`src/rtl/adder_pkg.sv`:
```
// Shared types and elaboration helpers for the digit-serial adder.
package adder_pkg;

    typedef enum logic [1:0] {
        IDLE,
        RUN,
        DONE
    } state_t;

    function automatic bit params_ok(int w, int d);
        return (d >= 1) && (d <= w) && ((w % d) == 0);
    endfunction

endpackage

```
`src/rtl/digit_adder.sv`:
```
// Combinational DIGIT-bit adder slice; cmsb is the carry into the top bit.
module digit_adder #(
    parameter int DIGIT = 4
) (
    input  logic [DIGIT-1:0] x,
    input  logic [DIGIT-1:0] y,
    input  logic             cin,
    output logic [DIGIT-1:0] s,
    output logic             cout,
    output logic             cmsb
);

    logic [DIGIT:0] full;

    assign full = {1'b0, x} + {1'b0, y} + {{DIGIT{1'b0}}, cin};
    assign s    = full[DIGIT-1:0];
    assign cout = full[DIGIT];

    generate
        if (DIGIT == 1) begin : g_one
            assign cmsb = cin;
        end else begin : g_low
            // Sum of the lower bits only; its top bit is the MSB carry-in.
            logic [DIGIT-1:0] low;
            assign low  = {1'b0, x[DIGIT-2:0]} + {1'b0, y[DIGIT-2:0]}
                        + {{(DIGIT-1){1'b0}}, cin};
            assign cmsb = low[DIGIT-1];
        end
    endgenerate

endmodule

```
`src/rtl/digit_serial_adder.sv`:
```
// Digit-serial add/subtract: one DIGIT-bit slice reused over WIDTH/DIGIT cycles.
module digit_serial_adder
    import adder_pkg::*;
#(
    parameter int WIDTH = 16,
    parameter int DIGIT = 4
) (
    input  logic             clk,
    input  logic             rstN,
    input  logic             in_valid,
    output logic             in_ready,
    input  logic [WIDTH-1:0] a,
    input  logic [WIDTH-1:0] b,
    input  logic             ci,
    input  logic             sub,
    output logic             out_valid,
    input  logic             out_ready,
    output logic [WIDTH-1:0] sum,
    output logic             co,
    output logic             ovf
);

    localparam int NDIG = WIDTH / DIGIT;
    localparam int CW   = (NDIG > 1) ? $clog2(NDIG) : 1;

    generate
        if (!params_ok(WIDTH, DIGIT)) begin : g_bad_params
            $fatal(1, "digit_serial_adder: WIDTH must be a multiple of DIGIT");
        end
    endgenerate

    state_t           state_q, state_d;
    logic [WIDTH-1:0] a_q, a_d;
    logic [WIDTH-1:0] b_q, b_d;
    logic [WIDTH-1:0] sum_q, sum_d;
    logic             carry_q, carry_d;
    logic             co_q, co_d;
    logic             ovf_q, ovf_d;
    logic [CW-1:0]    cnt_q, cnt_d;

    logic [DIGIT-1:0] slice_s;
    logic             slice_cout;
    logic             slice_cmsb;
    logic [WIDTH-1:0] s_ext;

    digit_adder #(
        .DIGIT(DIGIT)
    ) u_slice (
        .x   (a_q[DIGIT-1:0]),
        .y   (b_q[DIGIT-1:0]),
        .cin (carry_q),
        .s   (slice_s),
        .cout(slice_cout),
        .cmsb(slice_cmsb)
    );

    assign s_ext = WIDTH'(slice_s);

    always_comb begin
        state_d   = state_q;
        a_d       = a_q;
        b_d       = b_q;
        sum_d     = sum_q;
        carry_d   = carry_q;
        co_d      = co_q;
        ovf_d     = ovf_q;
        cnt_d     = cnt_q;
        in_ready  = 1'b0;
        out_valid = 1'b0;
        unique case (state_q)
            IDLE: begin
                in_ready = 1'b1;
                if (in_valid) begin
                    a_d     = a;
                    b_d     = b ^ {WIDTH{sub}};
                    carry_d = ci ^ sub;
                    cnt_d   = '0;
                    state_d = RUN;
                end
            end
            RUN: begin
                a_d     = a_q >> DIGIT;
                b_d     = b_q >> DIGIT;
                // Result digits enter at the MSB so the LSB digit lands last at bit 0.
                sum_d   = (sum_q >> DIGIT) | (s_ext << (WIDTH - DIGIT));
                carry_d = slice_cout;
                cnt_d   = cnt_q + CW'(1);
                if (cnt_q == CW'(NDIG - 1)) begin
                    co_d    = slice_cout;
                    ovf_d   = slice_cmsb ^ slice_cout;
                    cnt_d   = '0;
                    state_d = DONE;
                end
            end
            DONE: begin
                out_valid = 1'b1;
                if (out_ready) begin
                    state_d = IDLE;
                end
            end
            default: state_d = IDLE;
        endcase
    end

    always_ff @(posedge clk) begin
        if (!rstN) begin
            state_q <= IDLE;
            a_q     <= '0;
            b_q     <= '0;
            sum_q   <= '0;
            carry_q <= 1'b0;
            co_q    <= 1'b0;
            ovf_q   <= 1'b0;
            cnt_q   <= '0;
        end else begin
            state_q <= state_d;
            a_q     <= a_d;
            b_q     <= b_d;
            sum_q   <= sum_d;
            carry_q <= carry_d;
            co_q    <= co_d;
            ovf_q   <= ovf_d;
            cnt_q   <= cnt_d;
        end
    end

    assign sum = sum_q;
    assign co  = co_q;
    assign ovf = ovf_q;

endmodule

```
`config.mk`:
```
export PLATFORM = sky130hd
export DESIGN_NAME = digit_serial_adder
export DESIGN_NICKNAME = d
export VERILOG_FILES = /design/src/rtl/adder_pkg.sv /design/src/rtl/digit_adder.sv /design/src/rtl/digit_serial_adder.sv
export SDC_FILE = /design/constraint.sdc
export NUM_CORES = 1
export LEC_CHECK = 0
export ABC_AREA = 1
export BUFFER_PORTS_ARGS = -buffer_cell sky130_fd_sc_hd__buf_4
export CELL_PAD_IN_SITES_DETAIL_PLACEMENT = 1
export CELL_PAD_IN_SITES_GLOBAL_PLACEMENT = 1
export CORE_MARGIN = 1.5
export CORE_UTILIZATION = 41
export CTS_CLUSTER_DIAMETER = 40
export CTS_CLUSTER_SIZE = 24
export DETAILED_ROUTE_END_ITERATION = 8
export HOLD_SLACK_MARGIN = 0.12
export PLACE_DENSITY_LB_ADDON = 0.1
export SLEW_MARGIN = 10
export SYNTH_ARGS = -nofsm -noshare
export SYNTH_HDL_FRONTEND = slang
export SYNTH_SLANG_ARGS = --single-unit
```
`constraint.sdc`:
```
create_clock -name clk -period 2.2 [get_ports clk]
set_input_delay 0.22 -clock clk [delete_from_list [all_inputs] [get_ports clk]]
set_output_delay 0.22 -clock clk [all_outputs]
set_load 0.005 [all_outputs]
```
* After elaboration in Yosys (flattened, before gate mapping) *
Index checks and enable logic that the tools add are counted.

storage, ports and cells
  register bits after elaboration = 55
  bits in latches = 0
  memory bits (writable) = 0
  memory bits (read-only) = 0
  input bits = 38
  output and inout bits = 20
  memories = 0

operators by class
  add/sub/neg operators = 5
  $mul = 0
  div/mod/pow operators = 0
  order comparisons = 0
  eq/ne operators = 6
  shift operators = 0
  multiplexer cells = 15
  bitwise operators = 4
  reduce and logical (&&, ||, !) cells = 5

operator list
  kind                                           count
  one-hot mux 16 bit (2 select lines)            2
  2-to-1 mux 16 bit                              2
  bitwise OR 12 x 16 -> 16 bit                   1
  bitwise XOR 16 bit                             1
  2-to-1 mux 2 bit                               5
  inequality test 2 bit, second input constant   3
  one-hot mux 2 bit (3 select lines)             1
  adder 4 x 4 -> 5 bit                           1
  adder 5 x 1 -> 5 bit                           1
  adder 3 x 3 -> 4 bit                           1
  adder 4 x 1 -> 4 bit                           1
  == test 2 bit, second input constant           2
  one-hot mux 2 bit (2 select lines)             1
  AND reduction 2 bit                            2
  2-to-1 mux 1 bit                               3
  AND reduction 3 bit                            1
  adder 2 x 1 -> 2 bit, second input constant    1
  == test 2 x 1 -> 1 bit, second input constant  1
  zero test 2 bit                                1
  one-hot mux 1 bit (2 select lines)             1
  nonzero test 2 bit                             1
  bitwise XOR 1 bit                              2

* Depth between registers and ports, before layout *
  depth after elaboration = 3
  depth in mapped cells = 11

* Modules after synthesis *
Synthesis repeated with hierarchy kept, for this count alone.

unflattened totals
  cells, all modules = 430
  area, all modules = 2763.9 µm²

modules (own cells, without submodules)
  module              instances  cells each  area an instance (µm²)
  digit_serial_adder  1          400         2580.0
  digit_adder         1          30          183.9

* Worst setup path before layout *
Ideal clock, no wire load.

  kind = register to register
  start = reg a_q[0]
  end = reg ovf_q, in the netlist ovf
  setup time = 109 ps
  data arrival time = 1412 ps
  data required time = 2091 ps
  path slack = 679 ps
  stages on the path, launching flop included = 12
  period minus slack after synthesis = 1521 ps
  cells stage by stage = dfxtp_1 > inv_1 > fa_1 > inv_1 > fa_1 > nand2_1 > nand2_1 > nand2_1 > nand2_1 > nand3_1 > nand2_1 > inv_1

between the ends
  longest elaborated chain between the ends = 3
  elaborated cells between the ends (all ways) = 5
  those cells by class = add/sub: 4; bitwise: 1

ends and longest elaborated chain
  element                                                       RTL line                              RTL
  start: declaration                                            digit_serial_adder.sv:33              logic [WIDTH-1:0] a_q, a_d;
  start signal: assignment                                      digit_serial_adder.sv:108             a_q <= '0;
  start signal: assignment                                      digit_serial_adder.sv:117             a_q <= a_d;
  adder 4 x 4 -> 5 bit or adder 3 x 3 -> 4 bit (tied branches)  digit_adder.sv:15, digit_adder.sv:25
  adder 5 x 1 -> 5 bit or adder 4 x 1 -> 4 bit (tied branches)  digit_adder.sv:15, digit_adder.sv:26
  bitwise XOR 1 bit (*)                                         digit_serial_adder.sv:90              ovf_d = slice_cmsb ^ slice_cout;
  end signal: assignment                                        digit_serial_adder.sv:122             ovf_q <= ovf_d;
  end: declaration                                              digit_serial_adder.sv:38              logic ovf_q, ovf_d;

Every way passes the cells marked *; elsewhere a longest branch is shown, timed or not.
A chain may end at the register's enable or synchronous reset.

* Worst setup path after layout *
Ends and elaborated chain as after synthesis.

==> results.py <==
metrics = {
    "worst_setup_path": {
        "rr_startpoint": "a_q[0]",
        "cp_slowest_cell": "fa_1",
        "critPathRequiredTime_ns": 2.47,
        "r2r_end": "ovf",
        "cp_cell_sequence": "inv_1 > fa_1 > inv_1 > fa_1 > nand2_1 > a21oi_1 > nand2_1 > nand3_1 > nand2_1 > inv_1",
        "r2r_slack_ns": 0.51,
        "crit_type": "reg2reg",
        "arrival_ns": 1.96,
        "reg2regPathDepth": 10,
        "crit_path_max_incr_delay_ns": 0.43,
        "endpoint_kind": "flop",
        "critPathLaunchType": "flop",
        "path_max_fanout": 3,
    },
    "place": {
        "portBuffers": 57,
        "dpl.hpwl_um": 4483,
        "gp_congestion": 0.7987,
    },
    "synth": {
        "yosysMostFrequentCell": "nand2_1",
        "synth_top_area_share_pct": 43.18,
        "async_reset_ff_share_pct": 0,
        "yosys-top-cells-count": "107 x nand2_1, 56 x nor2_1, 55 x dfxtp_1",
        "yosys-top-cells-area": "dfxtp_1 43%, nand2_1 16%, nor2_1 8.2%",
        "seq_area_frac_synth_pct": 43.18,
        "yosys_warnings": 0,
        "synth_flop_cell": "dfxtp_1",
        "syn_avg_cell_area_um2": 7.163,
        "yosysUniqueCellTypes": 26,
        "syn-instance-count": 356,
        "yosys.area.top_type": "dfxtp_1",
        "syn_nets": 400,
        "synthesis.area_um2": 2550,
        "ys_ff_latch": 55,
        "synth_edf_count": 0,
    },
    "timing": {
        "finalSetupTns_ns": 0,
        "min_period_ns": 1.690,
        "final-hold-violation-count": 0,
        "final.period_utilization_pct": 76.84,
        "rsz0062_at_grt": "no",
        "setup_violations": 0,
        "drv_slew": 0,
        "skew_ns": 0.007067,
        "maxSlewHeadroom_pct": 77.12,
        "tightest_slew_ns": 0.3419,
        "clock.fmax_mhz": 591.6,
    },
    "finish": {
        "drive_above_1_share_pct": 19.51,
        "fin_nets": 453,
        "diodes": 0,
        "postLayoutCoreUtil_pct": 51.93,
        "syn_to_final_growth_pct": 21.30,
        "fillers": 802,
    },
    "min_path": {
        "hp-start": "a[13]",
        "min_to": "a_q[13]",
        "hold_path.class": "in2reg",
        "hold_depth": 3,
    },
    "drt": {
        "ant_nets": 0,
        "drc": 0,
        "wl_met1_um": 2819,
        "wl_per_cell_um": 12.50,
        "initialDrtViolationCount": 54,
        "wl_met3_um": 183,
        "dr_wl_met2_um": 2977,
        "viasPerCell": 4.794,
        "dr.max_layer_used": "met4",
        "wl_um": 6063,
        "vias": 2325,
        "first_pass_iters": 4,
    },
    "global_routing": {
        "grt_max_degree": 26,
        "grt_overflow_total": 0,
        "grt_antenna_before_repair": 0,
        "grt_pass1_vias": 2257,
        "grt_pass1_wl_um": 10120,
        "grt_use_total_pct": 19.86,
    },
    "clocking": {
        "clk_path_buf_depth": 2,
        "root_buffer": "clkbuf_8",
        "post_cts_buffers": 0,
        "ctsHoldBuffers": 0,
        "clk_pin_slew_worst_paths_ns": 0.11,
        "cts-htree-levels": 2,
        "cts_resized": 0,
        "cts_made_buffers": 5,
        "cts.sinks": 55,
        "insertion_delay_ns": 0.31,
        "cts_tree": "done",
    },
    "floorplan": {
        "start_util_pct": 42.82,
        "ioPinCount": 58,
        "dieArea_um2": 6702,
        "dieWidth_um": 81.87,
        "coreArea_um2": 5956,
        "die_h_um": 81.87,
        "rows": 28,
    },
    "power_and_ir_drop": {
        "vdd_drop_max_mv": 0.2917,
        "seqPwrFrac_pct": 53.7,
        "p_leak_nw": 1.459,
        "clkPwrFrac_pct": 29.1,
        "combPwrFrac_pct": 17.2,
        "internal_power_mw": 1.429,
        "p_sw_share_pct": 28.98,
        "p_switching_mw": 0.5830,
        "power_density_nw_per_um2": 650.5,
    },
    "run": {
        "maxCapViolations": 0,
    },
    "outcome": {
        "status": "complete, no violations",
    },
}
[cells by family after synthesis]
logic type | share of synthesized area (%)
AND/OR/NAND/NOR | 28.26
flip-flops | 43.18
buffers and inverters | 9.421
AO/OA/AOI/OAI | 9.421
XOR/XNOR | 6.182
adder cells (fa/ha/maj) | 3.533
[stage by stage]
stage / setup WS [ns] / instance area (µm²) / power (mW) / hold WS [ns] / instances
2_1_floorplan: 0.6790 / 2550 / 1.331 / 0.3584 / 356
3_3_place_gp: 0.5979 / 2999 / 1.444 / 0.4459 / 477
3_5_place_dp: 0.5511 / 2999 / 1.457 / 0.4560 / 477
4_1_cts: 0.5175 / 3093 / 2.038 / 0.1605 / 485
5_1_grt: 0.3045 / 3093 / 2.120 / 0.1743 / 485
6_report: 0.5096 / 3093 / 2.012 / 0.1641 / 485
[power groups by stage]
stage | sequential, mW | clock, mW | combinational (mW)
6_report | 1.08 | 0.585 | 0.347
5_1_grt | 1.09 | 0.635 | 0.398
4_1_cts | 1.08 | 0.602 | 0.355
3_5_place_dp | 1.10 | 0 | 0.353
3_3_place_gp | 1.10 | 0 | 0.342
2_1_floorplan | 1.10 | 0 | 0.235
[worst max path at each step]
stage | from | slack, ns | cells past startpoint | to
after floorplan | a_q[0] | 0.68 | 11 | ovf
after global placement | a_q[0] | 0.60 | 11 | ovf
after detailed placement | a_q[0] | 0.55 | 11 | ovf
after CTS | a_q[0] | 0.52 | 10 | ovf
after global routing | a_q[0] | 0.30 | 10 | ovf
final | a_q[0] | 0.51 | 10 | ovf
[critical path: cells and delay by family (launching register included)]
kind	cells	cell delay, ns
adders and majority gates	2	0.65
DFF	1	0.32
and+or+nand+nor	4	0.28
buffers and inverters	3	0.22
AOI/OAI and AO/OA	1	0.19
[flip-flops by register name, indices dropped and copies added (netlist names)]
register and flops:
ovf 1, sum 16, a_q 16, cnt_q 2, carry_q 1, co 1
b_q 16, state_q 2
[area by class of cell]
class	count	area [µm²]	share of cell area (%)
Clock buffer	5	68.82	2.225
Timing Repair Buffer	59	442.9	14.32
Multi-Input combinational cell	248	1209	39.08
Clock inverter	3	25.02	0.8091
Tap cell	75	93.84	3.034
Inverter	40	152.6	4.935
Sequential cell	55	1101	35.60
[metal layers]
layer	vias to the layer above	global-route usage [%]
met5	-	0
met4	0	6.441
met3	8	3.333
met2	37	34.67
met1	1078	24.68
li1	1202	-
[placed cells by master (no fill, tap or decap), drive strengths merged]
cell / synthesis / routed
a21oi: 16 / 16
a22oi: 1 / 1
or2: 1 / 1
nor2: 58 / 58
xnor2: 18 / 18
o21a: 2 / 2
fa: 2 / 2
buf: 10 / 59
o22ai: 10 / 10
clkinvlp: 0 / 1
o21ai: 15 / 15
inv: 40 / 40
ha: 4 / 4
nand3: 9 / 9
nand2: 111 / 111
clkinv: 0 / 2
dfxtp: 55 / 55
nor3: 1 / 1
clkbuf: 3 / 5
(Power assumes the default switching activity.)
